**config.mk**
```make
export PLATFORM = sky130hd
export DESIGN_NAME = irq_controller_flat
export DESIGN_NICKNAME = d
export VERILOG_FILES = /design/src/rtl/irq_pkg.sv /design/src/rtl/irq_controller_if.sv /design/src/rtl/irq_arbiter.sv /design/src/rtl/irq_controller.sv /design/src/flat_wrapper.sv
export SDC_FILE = /design/constraint.sdc
export NUM_CORES = 1
export LEC_CHECK = 0
export BUFFER_PORTS_ARGS = -buffer_cell sky130_fd_sc_hd__buf_2
export CORE_AREA = 2 2 236 238
export CTS_CLUSTER_DIAMETER = 40
export DETAILED_ROUTE_END_ITERATION = 12
export DIE_AREA = 0 0 238 240
export PLACE_DENSITY = 0.48
export SYNTH_ARGS = -nofsm -noshare
export SYNTH_HDL_FRONTEND = slang
export SYNTH_HIERARCHICAL = 1
export SYNTH_SLANG_ARGS = --single-unit
```
**constraint.sdc**
```tcl
create_clock -name clk -period 54.4 [get_ports clk]
set_input_delay 10.88 -clock clk [delete_from_list [all_inputs] [get_ports clk]]
set_output_delay 10.88 -clock clk [all_outputs]
set_load 0.05 [all_outputs]
```
**src/rtl/irq_pkg.sv**
```systemverilog
// Shared constants, register offsets and FSM state type for the interrupt controller.
package irq_pkg;
  localparam int NUM_IRQ = 32;
  localparam int VEC_W   = 5;
  localparam int NUM_GRP = NUM_IRQ / 2;

  localparam logic [3:0]  PRI_OFS   = 4'd0;
  localparam logic [3:0]  ENA_OFS   = 4'd4;
  localparam logic [3:0]  ACT_OFS   = 4'd8;
  localparam logic [23:0] WIN_BYTES = 24'd12;

  typedef logic [1:0] irq_pri_t;

  typedef enum logic [1:0] {
    IDLE    = 2'd0,
    REQUEST = 2'd1,
    SERVICE = 2'd2
  } irq_state_e;

  // Sources 2g and 2g+1 share the 2-bit priority field of group g.
  function automatic irq_pri_t grp_pri_of(input logic [2*NUM_GRP-1:0] pri_bits, input int src);
    return pri_bits[2*(src/2) +: 2];
  endfunction
endpackage

```
**src/rtl/irq_controller_if.sv**
```systemverilog
// Bus-slave and CPU request/acknowledge signals of the interrupt controller.
interface irq_controller_if;
  import irq_pkg::*;

  logic             bus_write;
  logic             bus_read;
  logic [23:0]      bus_address_in;
  logic [7:0]       bus_data_in;
  logic [7:0]       bus_data_out;
  irq_pri_t         cpu_ilevel;
  logic             irq_ack;
  logic             irq_req;
  logic [VEC_W-1:0] irq_vector;
  irq_pri_t         irq_level;

  modport slave (
    input  bus_write, bus_read, bus_address_in, bus_data_in, cpu_ilevel, irq_ack,
    output bus_data_out, irq_req, irq_vector, irq_level
  );

  modport master (
    output bus_write, bus_read, bus_address_in, bus_data_in, cpu_ilevel, irq_ack,
    input  bus_data_out, irq_req, irq_vector, irq_level
  );
endinterface

```
**src/rtl/irq_arbiter.sv**
```systemverilog
// Combinational arbiter: highest priority candidate above cpu_ilevel wins, ties to lowest index.
module irq_arbiter
  import irq_pkg::*;
(
  input  logic [NUM_IRQ-1:0] act,
  input  logic [NUM_IRQ-1:0] ena,
  input  irq_pri_t           pri_src [NUM_IRQ],
  input  irq_pri_t           cpu_ilevel,
  output logic               any_valid,
  output logic [VEC_W-1:0]   winner_idx,
  output irq_pri_t           winner_level
);

  // Scanning downwards with >= lets the lower index take an equal-priority tie.
  always_comb begin
    any_valid    = 1'b0;
    winner_idx   = '0;
    winner_level = '0;
    for (int i = NUM_IRQ - 1; i >= 0; i--) begin
      if (act[i] && ena[i] && (pri_src[i] != 2'd0) && (pri_src[i] > cpu_ilevel) &&
          (pri_src[i] >= winner_level)) begin
        any_valid    = 1'b1;
        winner_idx   = VEC_W'(i);
        winner_level = pri_src[i];
      end
    end
  end

endmodule

```
**src/rtl/irq_controller.sv**
```systemverilog
// Interrupt controller: pulse capture, PRI/ENA/ACT register window, arbitration, CPU handshake.
// Build option IRQ_AUTOCLEAR_EN: the accepted ack clears the served ACT flag in hardware.
module irq_controller
  import irq_pkg::*;
#(
  parameter logic [23:0] IRQ_BASE = 24'h002020
) (
  input  logic               clk,
  input  logic               reset,
  input  logic               clk_ce_cpu,
  input  logic [NUM_IRQ-1:0] irq_in,
  irq_controller_if.slave    bus
);

  logic [23:0]        ofs_full;
  logic               in_win;
  logic [3:0]         ofs;
  logic               wr_en;
  logic               ack_take;
  logic [7:0]         rd_data;

  logic [31:0]        pri_q, pri_d;
  logic [31:0]        ena_q, ena_d;
  logic [31:0]        act_q, act_d;

  irq_state_e         state_q, state_d;
  logic               irq_req_q, irq_req_d;
  logic [VEC_W-1:0]   irq_vector_q, irq_vector_d;
  irq_pri_t           irq_level_q, irq_level_d;

  irq_pri_t           pri_src [NUM_IRQ];
  logic               win_valid;
  logic [VEC_W-1:0]   win_idx;
  irq_pri_t           win_lvl;
  logic [NUM_IRQ-1:0] held_mask;
  logic               held_any;
  logic [VEC_W-1:0]   held_idx;
  irq_pri_t           held_lvl;
  logic               held_valid;

  // Unsigned offset wraps for addresses below the base, so one compare bounds the window.
  assign ofs_full = bus.bus_address_in - IRQ_BASE;
  assign in_win   = ofs_full < WIN_BYTES;
  assign ofs      = ofs_full[3:0];
  assign wr_en    = bus.bus_write & clk_ce_cpu & in_win;
  assign ack_take = clk_ce_cpu & bus.irq_ack & (state_q == REQUEST);

  always_comb begin
    pri_d = pri_q;
    ena_d = ena_q;
    act_d = act_q;
    if (wr_en) begin
      if (ofs[3:2] == PRI_OFS[3:2]) begin
        pri_d[{ofs[1:0], 3'b000} +: 8] = bus.bus_data_in;
      end else if (ofs[3:2] == ENA_OFS[3:2]) begin
        ena_d[{ofs[1:0], 3'b000} +: 8] = bus.bus_data_in;
      end else if (ofs[3:2] == ACT_OFS[3:2]) begin
        act_d[{ofs[1:0], 3'b000} +: 8] = act_q[{ofs[1:0], 3'b000} +: 8] & ~bus.bus_data_in;
      end
    end
`ifdef IRQ_AUTOCLEAR_EN
    if (ack_take) begin
      act_d[irq_vector_q] = 1'b0;
    end
`endif
    // Capture is applied last so a new pulse always beats any clear in the same cycle.
    act_d = act_d | irq_in;
  end

  always_ff @(posedge clk) begin
    if (reset) begin
      pri_q <= '0;
      ena_q <= '0;
      act_q <= '0;
    end else begin
      pri_q <= pri_d;
      ena_q <= ena_d;
      act_q <= act_d;
    end
  end

  always_comb begin
    rd_data = '0;
    if (bus.bus_read && in_win) begin
      if (ofs[3:2] == PRI_OFS[3:2]) begin
        rd_data = pri_q[{ofs[1:0], 3'b000} +: 8];
      end else if (ofs[3:2] == ENA_OFS[3:2]) begin
        rd_data = ena_q[{ofs[1:0], 3'b000} +: 8];
      end else if (ofs[3:2] == ACT_OFS[3:2]) begin
        rd_data = act_q[{ofs[1:0], 3'b000} +: 8];
      end
    end
  end

  assign bus.bus_data_out = rd_data;

  always_comb begin
    for (int i = 0; i < NUM_IRQ; i++) begin
      pri_src[i] = grp_pri_of(pri_q, i);
    end
  end

  irq_arbiter u_arb (
    .act          (act_q),
    .ena          (ena_q),
    .pri_src      (pri_src),
    .cpu_ilevel   (bus.cpu_ilevel),
    .any_valid    (win_valid),
    .winner_idx   (win_idx),
    .winner_level (win_lvl)
  );

  // Same arbiter restricted to the held source tells whether it is still a candidate.
  assign held_mask = NUM_IRQ'(1) << irq_vector_q;

  irq_arbiter u_held (
    .act          (act_q & held_mask),
    .ena          (ena_q),
    .pri_src      (pri_src),
    .cpu_ilevel   (bus.cpu_ilevel),
    .any_valid    (held_any),
    .winner_idx   (held_idx),
    .winner_level (held_lvl)
  );

  assign held_valid = held_any & (held_idx == irq_vector_q) & (held_lvl != 2'd0);

  always_comb begin
    state_d      = state_q;
    irq_req_d    = irq_req_q;
    irq_vector_d = irq_vector_q;
    irq_level_d  = irq_level_q;
    if (clk_ce_cpu) begin
      case (state_q)
        IDLE: begin
          if (win_valid) begin
            state_d      = REQUEST;
            irq_req_d    = 1'b1;
            irq_vector_d = win_idx;
            irq_level_d  = win_lvl;
          end
        end
        REQUEST: begin
          if (ack_take) begin
            state_d   = SERVICE;
            irq_req_d = 1'b0;
          end else if (!held_valid) begin
            state_d   = IDLE;
            irq_req_d = 1'b0;
          end
        end
        SERVICE: begin
          // Wait for the flag to clear so the same source is not requested twice.
          if (!act_q[irq_vector_q]) begin
            state_d = IDLE;
          end
        end
        default: begin
          state_d   = IDLE;
          irq_req_d = 1'b0;
        end
      endcase
    end
  end

  always_ff @(posedge clk) begin
    if (reset) begin
      state_q      <= IDLE;
      irq_req_q    <= 1'b0;
      irq_vector_q <= '0;
      irq_level_q  <= '0;
    end else begin
      state_q      <= state_d;
      irq_req_q    <= irq_req_d;
      irq_vector_q <= irq_vector_d;
      irq_level_q  <= irq_level_d;
    end
  end

  assign bus.irq_req    = irq_req_q;
  assign bus.irq_vector = irq_vector_q;
  assign bus.irq_level  = irq_level_q;

endmodule

```
**src/flat_wrapper.sv**
```systemverilog
// flat-port wrapper written by rule: the top's interface ports become plain ports
module irq_controller_flat import irq_pkg::*;
#(
  parameter logic [23:0] IRQ_BASE = 24'h002020
)
  (clk, reset, clk_ce_cpu, irq_in, bus_bus_write, bus_bus_read, bus_bus_address_in, bus_bus_data_in, bus_cpu_ilevel, bus_irq_ack, bus_bus_data_out, bus_irq_req, bus_irq_vector, bus_irq_level);
  irq_controller_if bus_i ();
  input  logic clk;
  input  logic reset;
  input  logic clk_ce_cpu;
  input  logic [NUM_IRQ-1:0] irq_in;
  input wire logic [$bits(bus_i.bus_write)-1:0] bus_bus_write;
  input wire logic [$bits(bus_i.bus_read)-1:0] bus_bus_read;
  input wire logic [$bits(bus_i.bus_address_in)-1:0] bus_bus_address_in;
  input wire logic [$bits(bus_i.bus_data_in)-1:0] bus_bus_data_in;
  input wire logic [$bits(bus_i.cpu_ilevel)-1:0] bus_cpu_ilevel;
  input wire logic [$bits(bus_i.irq_ack)-1:0] bus_irq_ack;
  output wire logic [$bits(bus_i.bus_data_out)-1:0] bus_bus_data_out;
  output wire logic [$bits(bus_i.irq_req)-1:0] bus_irq_req;
  output wire logic [$bits(bus_i.irq_vector)-1:0] bus_irq_vector;
  output wire logic [$bits(bus_i.irq_level)-1:0] bus_irq_level;
  assign bus_i.bus_write = bus_bus_write;
  assign bus_i.bus_read = bus_bus_read;
  assign bus_i.bus_address_in = bus_bus_address_in;
  assign bus_i.bus_data_in = bus_bus_data_in;
  assign bus_i.cpu_ilevel = bus_cpu_ilevel;
  assign bus_i.irq_ack = bus_irq_ack;
  assign bus_bus_data_out = bus_i.bus_data_out;
  assign bus_irq_req = bus_i.irq_req;
  assign bus_irq_vector = bus_i.irq_vector;
  assign bus_irq_level = bus_i.irq_level;
  irq_controller #(.IRQ_BASE(IRQ_BASE)) u_core (.clk(clk), .reset(reset), .clk_ce_cpu(clk_ce_cpu), .irq_in(irq_in), .bus(bus_i));
endmodule
```
==> results of run 1 <==
==> cells in the mapped netlist (all sizes together) (14+ instances only) <==
cell and number:
a211oi 25, a21oi 79, a31oi 26, and2 45, and3 52, buf 14
clkbuf 27, dfxtp 106, ha 199, inv 155, mux2i 87, mux4 34
nand2 265, nand2b 75, nand3 54, nand4 19, nor2 110, nor2b 78
nor3 37, nor4 19, o2111ai 54, o211a 29, o211ai 42, o21a 14
o21ai 61, o221ai 16, or3 16
==> report_power, final <==
group | switching (mW) | leakage, nW | internal (mW)
logic | 0.0197 | 6.77 | 0.0127
clock network | 0.0304 | 0.189 | 0.0535
registers | 0.00593 | 0.865 | 0.0796
==> per-layer routing <==
layer	track usage, %	part of all wire (%)	wire (um)
met2	36.5	46	29200
met5	0	0	0
met1	30.0	45	28700
met3	1.88	5.7	3630
met4	5.32	2.6	1630
==> layout make-up <==
class                      count  area, um^2
clock buffer                  12         267
timing repair buffer         126         747
multi-input combinational   1662       12900
fill                        5830       37000
sequential                   106        2120
clock inverter                 4         120
antenna                        2        5.00
inverter                     155         582
tap                          704         881
==> what timing repair did <==
item,in CTS,in global routing
resized for setup,0,23
setup buffers,0,2
endpoints found under the setup margin,0,9
hold endpoints to repair,0,0
==> path summary, 6_finish.rpt <==
check                           startpoint                       end  slack [ns]
setup / recovery         bus_cpu_ilevel[1]  u_core/bus.irq_vector[3]        2.88
hold / removal     u_core/bus.irq_level[1]   u_core/bus.irq_level[1]        0.51
hold reg to reg    u_core/bus.irq_level[1]   u_core/bus.irq_level[1]        0.51
setup reg to reg  u_core/bus.irq_vector[4]  u_core/bus.irq_vector[3]       12.69
==> through the flow <==
step                utilization, %  instance area [um^2]  setup slack, ns
floorplan                        -                 15700             6.61
global placement              31.3                 17100            0.768
detailed placement            31.3                 17100            0.521
CTS                           32.1                 17500            0.769
global route                  32.3                 17700           0.0261
finish                        32.3                 17700             2.88
==> cells by family (layout without fill, tap and decap cells) <==
| kind of cell | count (synthesis) | after routing | share of synthesized area [%] |
|---|---|---|---|
| and+or+nand+nor | 821 | 821 | 28.0 |
| AOI/OAI and AO/OA | 491 | 491 | 25.3 |
| adders and majority gates | 212 | 212 | 16.7 |
| buffers and inverters | 196 | 297 | 4.85 |
| muxes | 133 | 133 | 11.3 |
| DFF | 106 | 106 | 13.5 |
| xor gates and xnor gates | 5 | 5 | 0.279 |
| other | 0 | 2 | 0 |
==> registers in the layout, summed over array words and instances, names as in the netlist <==
register	count
u_core/act_q	32
u_core/bus.irq_level	2
u_core/ena_q	32
u_core/bus.irq_req	1
u_core/bus.irq_vector	5
u_core/pri_q	32
u_core/state_q	2
==> tightest hold or removal path: stages (launching register included) <==
cell	delay (ns)
dfxtp_1	0.33
mux2i_1	0.07
nor2_1	0.07
==> results.rst, run 1 <==
.. list-table::
   :header-rows: 1

   * - Metric
     - Value
   * - Number of cells on the worst reg-to-reg path
     - 204
   * - Crit path max-delay cell type
     - or4_1
   * - Critical Path End Type
     - flip-flop
   * - Clock slew at reported path FFs
     - 0.07 ns
   * - Number of hold-slack violations in the final timing report
     - 0
   * - Port buffer count
     - 87
   * - CTS Root Cell
     - clkbuf_16
   * - Die Height
     - 240 um
   * - Final net count
     - 2331
   * - Fraction of layout cells with a size suffix above 1
     - 14.4%
   * - Unique masters post-synth
     - 123
   * - Remaining global-route overflow
     - 0
   * - Syn-to-layout area delta
     - 12.4%
   * - Initial DRT Pass Iterations
     - 5
   * - Tot Pwr
     - 202 uW
   * - Number of cells on the critical path
     - 200
   * - Non-Filler Instances
     - 2771
   * - Number of H-tree branching levels
     - 3
   * - Total of flip-flops plus latches after synthesis
     - 106
   * - Clock Sinks
     - 106
   * - Pins over their slew limit
     - 0
   * - Number of DRC violations after detailed-routing iteration 0
     - 1186
   * - Mean instance size in the synthesized netlist
     - 8.00 um^2
   * - Unrepaired setup endpoints after global routing
     - no
   * - Global placement routability congestion
     - 0.934
   * - Hold Crit Class
     - reg2reg
   * - Final Routed Wirelength
     - 63.2 mm
   * - Final critical-path required period
     - 51.52 ns
   * - TritonCTS clock tree
     - yes
   * - Commonest cells after routing, fill and taps aside
     - 265 x nand2_1, 199 x ha_1, 154 x inv_1, 107 x nor2_1, 106 x dfxtp_1
   * - Share of Yosys cell area claimed by the top area cell type
     - 15.8%
   * - Pin count of the biggest net entering global routing
     - 83
   * - Most frequently used flop master after synthesis
     - dfxtp_1
   * - DPL Wire Length
     - 51.0 mm
   * - Path type of the worst setup path
     - in2reg
   * - Worst Tran Pin Value
     - 1.24 ns
   * - Critical-path maximum fanout
     - 32
   * - Critical path buffer and inverter count
     - 8
   * - Delay contributed by the slowest stage of the critical path
     - 0.53 ns
   * - Max Fclk
     - 19.4 MHz
   * - Top-level I/O count
     - 88
   * - Total Negative Setup Slacks
     - 0 ns
   * - Synth area leaders
     - ha_1 16%, dfxtp_1 14%, nand2_1 6.3%
   * - Cts-stage hold buffer count
     - 0
   * - Average detailed-routed wire length per instance
     - 22.8 um
   * - Arrival time of the worst setup path
     - 51.74 ns
   * - Starting Density
     - 28.7%
   * - Overall die area
     - 57100 um^2
   * - Number of max-cap violations
     - 0
   * - Total DRC errors in the routed layout
     - 0
   * - Number of buffers inserted during clock tree synthesis
     - 9
   * - WP data required
     - 54.63 ns
   * - Worst-case clock buffer depth
     - 2
   * - Result of the run
     - finished, final reports clean
   * - Via count
     - 16200
   * - Antenna violations before repair
     - 2
   * - Most common cell type on the critical path
     - ha_1
   * - Detail-routed via count per cell
     - 5.83
   * - Static Leak
     - 7.83 nW
   * - Tightest hold margin
     - 0.507 ns
   * - Peak supply drop
     - 0.0000123 V
   * - Worst slew margin relative to its limit
     - 17.0%
   * - Post-Syn Nets
     - 2235
   * - Share of synthesized area occupied by flip-flops and latches
     - 13.5%
   * - Most common cell after layout, fill and taps aside
     - nand2_1
   * - Total GRT Usage
     - 21.7%
   * - Placed Cells incl. Taps
     - 2751
   * - Number of flops mapped to enable cells by yosys
     - 0
   * - Cell type with the highest aggregate area in the netlist
     - ha_1
   * - Gate count after technology mapping
     - 1964
   * - Post-synthesis instance area
     - 15700 um^2
   * - Crit-path leading delay family
     - compound AO/OA/AOI/OAI gates
   * - Instance count along the most critical hold path
     - 2
   * - Die X
     - 238 um
   * - Core area
     - 54700 um^2
   * - Number of global-route vias before repair
     - 15100
   * - Antenna-violating nets left
     - 0
   * - Kind of start point of the critical path
     - input pin
   * - Standard-cell row count
     - 86
   * - Period Utilization, post-route
     - 94.7%
   * - Power Density
     - 11.4 nW/um^2
   * - Count of warnings emitted by yosys
     - 6
   * - Maximum clock skew at final layout
     - 0.00550 ns
   * - Synth async-reset ratio
     - 0%
   * - Final setup fails
     - 0
   * - Source-to-sink clock delay at the later pin of the worst-skew pair
     - 0.36 ns
   * - Wire length of the first global-routing pass
     - 95.0 mm
Power figures use the tool's default switching activity.
==> run 2: changes to the inputs <==
--- a/config.mk
+++ b/config.mk
@@ -6,11 +6,11 @@
 export NUM_CORES = 1
 export LEC_CHECK = 0
 export BUFFER_PORTS_ARGS = -buffer_cell sky130_fd_sc_hd__buf_2
-export CORE_AREA = 2 2 236 238
+export CORE_AREA = 2 2 173 175
 export CTS_CLUSTER_DIAMETER = 40
 export DETAILED_ROUTE_END_ITERATION = 12
-export DIE_AREA = 0 0 238 240
-export PLACE_DENSITY = 0.48
+export DIE_AREA = 0 0 175 177
+export PLACE_DENSITY = 0.76
 export SYNTH_ARGS = -nofsm -noshare
 export SYNTH_HDL_FRONTEND = slang
 export SYNTH_HIERARCHICAL = 1
==> run 2 against run 1 <==
Compared with the run above: final area shrank 3.2%; sequential share of layout area up 0.40 points; clock-buffer cell count is 3 lower; non-clock buffer count is 9 lower; global-route usage increased by 15 points; sequential power is essentially flat; utilization is 26 points higher; die area shrank 46%; wire length down 9.0%; cell count fell by 12%; highest routed layer is now met5; critical endpoint is now u_core/bus.irq_level[0].
==> results.rst, run 2 (synthesized netlist as in run 1, its figures left out) <==
.. list-table::
   :header-rows: 1

   * - Metric
     - Value
   * - Total DRC errors in the routed layout
     - 0 (unchanged)
   * - Critical path buffer and inverter count
     - 8 (unchanged)
   * - Remaining global-route overflow
     - 0 (unchanged)
   * - Internal Power
     - 124 uW (was 146 uW)
   * - Final Routed Wirelength
     - 57.5 mm (was 63.2 mm)
   * - Detail-routed via count per cell
     - 6.83 (was 5.83)
   * - Critical-path maximum fanout
     - 32 (unchanged)
   * - Via count
     - 16700 (was 16200)
   * - Highest metal used
     - met5 (was met4)
   * - Sum of routed wire segments on met1
     - 22.5 mm (was 28.7 mm)
   * - Initial DRT Pass Iterations
     - 8 (was 5)
   * - Placed instance area
     - 16700 um^2 (was 17100 um^2)
   * - TritonCTS clock tree
     - yes (unchanged)
   * - Number of hold-slack violations in the final timing report
     - 0 (unchanged)
   * - Net load switching power
     - 57.0 uW (was 56.0 uW)
   * - Met2 WL post-DR
     - 25.5 mm (was 29.2 mm)
   * - Hold Crit Class
     - reg2reg (unchanged)
   * - Crit path max-delay cell type
     - or4_1 (unchanged)
   * - Core area
     - 29200 um^2 (was 54700 um^2)
   * - Max Fclk
     - 19.3 MHz (was 19.4 MHz)
   * - Average detailed-routed wire length per instance
     - 23.5 um (was 22.8 um)
   * - Critical Path End Type
     - flip-flop (unchanged)
   * - Port buffer count
     - 87 (unchanged)
   * - Source-to-sink clock delay at the later pin of the worst-skew pair
     - 0.36 ns (about the same)
   * - Number of buffers inserted during clock tree synthesis
     - 9 (unchanged)
   * - Standard-cell row count
     - 63 (was 86)
   * - Static Leak
     - 7.73 nW (was 7.83 nW)
   * - Clock slew at reported path FFs
     - 0.07 ns (about the same)
   * - Fill cells
     - 2689 (was 5830)
   * - Pin count of the biggest net entering global routing
     - 83 (unchanged)
   * - Final setup fails
     - 0 (unchanged)
   * - Overall die area
     - 31000 um^2 (was 57100 um^2)
   * - Power Density
     - 10.6 nW/um^2 (was 11.4 nW/um^2)
   * - Worst-case clock buffer depth
     - 2 (unchanged)
   * - Delay contributed by the slowest stage of the critical path
     - 0.54 ns (was 0.53 ns)
   * - Total GRT Usage
     - 36.3% (was 21.7%)
   * - Final net count
     - 2322 (was 2331)
   * - Combinational cell fraction of total power
     - 17.8% (was 16.0%)
   * - Most common cell after layout, fill and taps aside
     - nand2_1 (unchanged)
   * - Clock Sinks
     - 106 (unchanged)
   * - Maximum clock skew at final layout
     - 0.00988 ns (was 0.00550 ns)
   * - Period Utilization, post-route
     - 95.4% (was 94.7%)
   * - Global placement routability congestion
     - 1.03 (was 0.934)
   * - Total Negative Setup Slacks
     - 0 ns (unchanged)
   * - Antenna Cells
     - 0 (was 2)
   * - Worst Tran Pin Value
     - 1.15 ns (was 1.24 ns)
   * - Starting Density
     - 53.7% (was 28.7%)
   * - WP data required
     - 54.60 ns (was 54.63 ns)
   * - Worst slew margin relative to its limit
     - 23.5% (was 17.0%)
   * - Peak supply drop
     - 0.0000153 V (was 0.0000123 V)
   * - Syn-to-layout area delta
     - 8.81% (was 12.4%)
   * - Final Cell Area
     - 17100 um^2 (was 17700 um^2)
   * - Die X
     - 175 um (was 238 um)
   * - Path type of the worst setup path
     - in2reg (unchanged)
   * - Result of the run
     - finished, final reports clean (unchanged)
   * - Number of DRC violations after detailed-routing iteration 0
     - 1947 (was 1186)
   * - DPL Wire Length
     - 45.4 mm (was 51.0 mm)
   * - Number of max-cap violations
     - 0 (unchanged)
   * - Kind of start point of the critical path
     - input pin (unchanged)
   * - Commonest cells after routing, fill and taps aside
     - 265 x nand2_1, 199 x ha_1, 154 x inv_1, 107 x nor2_1, 106 x dfxtp_1 (unchanged)
   * - Antenna violations before repair
     - 3 (was 2)
   * - Final critical-path required period
     - 51.90 ns (was 51.52 ns)
   * - CTS Root Cell
     - clkbuf_16 (unchanged)
   * - Top Registers
     - u_core/act_q (32), u_core/ena_q (32), u_core/pri_q (32) (unchanged)
   * - Antenna-violating nets left
     - 0 (unchanged)
   * - Wire length of the first global-routing pass
     - 88.1 mm (was 95.0 mm)
   * - Arrival time of the worst setup path
     - 52.11 ns (was 51.74 ns)
   * - Number of global-route vias before repair
     - 15800 (was 15100)
   * - Sequential power share
     - 47.2% (was 42.4%)
   * - Number of H-tree branching levels
     - 3 (unchanged)
   * - Die Height
     - 177 um (was 240 um)
   * - Portion of total power attributed to the clock network
     - 35.0% (was 41.6%)
   * - Crit-path leading delay family
     - compound AO/OA/AOI/OAI gates (unchanged)
   * - Top-level I/O count
     - 88 (unchanged)
   * - Share of total power consumed by net switching
     - 31.5% (was 27.8%)
   * - Met3 wire len
     - 5.97 mm (was 3.63 mm)
   * - Fraction of layout cells with a size suffix above 1
     - 14.3% (was 14.4%)
   * - Pins over their slew limit
     - 0 (unchanged)
   * - Most common cell type on the critical path
     - ha_1 (unchanged)
==> run 2: worst paths after layout <==
check / startpoint / end / slack, ns / depth (start not counted)
worst max-delay path: bus_cpu_ilevel[1] / u_core/bus.irq_level[0] / 2.50 / 200
worst min-delay path: u_core/bus.irq_level[1] / u_core/bus.irq_level[1] / 0.51 / 2
worst max register to register: u_core/bus.irq_vector[2] / u_core/bus.irq_level[0] / 12.43 / 206
worst min register to register: u_core/bus.irq_level[1] / u_core/bus.irq_level[1] / 0.51 / 2
==> run 2: stage by stage <==
| stage | utilization, % | power (mW) | hold slack [ns] | setup slack, ns | std cells |
|---|---|---|---|---|---|
| after CTS | 58.0 | 0.179 | 0.520 | 1.03 | 2444 |
| after global routing | 58.5 | 0.186 | 0.533 | -0.0239 | 2445 |
| after detailed placement | 57.0 | 0.117 | 0.502 | 0.806 | 2429 |
| after global placement | 57.0 | 0.116 | 0.477 | 1.36 | 2429 |
| final | 58.5 | 0.181 | 0.509 | 2.50 | 2445 |
| after floorplan | - | 0.104 | 0.452 | 6.61 | 1964 |
==> run 2: layout make-up <==
class                           count  area (um^2)  share of cell area, %
Clock buffer                        9          225                   1.32
Clock inverter                      6         51.3                  0.300
Inverter                          155          582                   3.40
Multi-Input combinational cell   1662        12900                   75.7
Sequential cell                   106         2120                   12.4
Tap cell                          390          488                   2.85
Timing Repair Buffer              117          681                   3.98
==> run 2: power by group through the flow <==
stage | clock [mW] | combinational (mW) | sequential (mW)
2_1_floorplan | 0 | 0.0207 | 0.0831
3_3_place_gp | 0 | 0.0296 | 0.0864
3_5_place_dp | 0 | 0.0309 | 0.0866
4_1_cts | 0.0628 | 0.0310 | 0.0847
5_1_grt | 0.0661 | 0.0350 | 0.0849
6_report | 0.0634 | 0.0321 | 0.0854
==> run 2: tightest hold or removal path: stages, from the launching register on <==
cell and delay [ns]:
dfxtp_1 0.33, mux2i_1 0.07, nor2_1 0.07
==> run 2: what timing repair did <==
action | CTS | global route
endpoints found under the setup margin | 0 | 10
hold buffers | 0 | 0
resized for setup | 0 | 26
buffers inserted | 0 | 1
==> run 2: metal layers <==
| metal | vias to the layer above | global-route usage (%) |
|---|---|---|
| li1 | 7613 | - |
| met1 | 7977 | 44.6 |
| met2 | 889 | 59.5 |
| met3 | 220 | 8.51 |
| met4 | 6 | 18.4 |
| met5 | - | 1.76 |
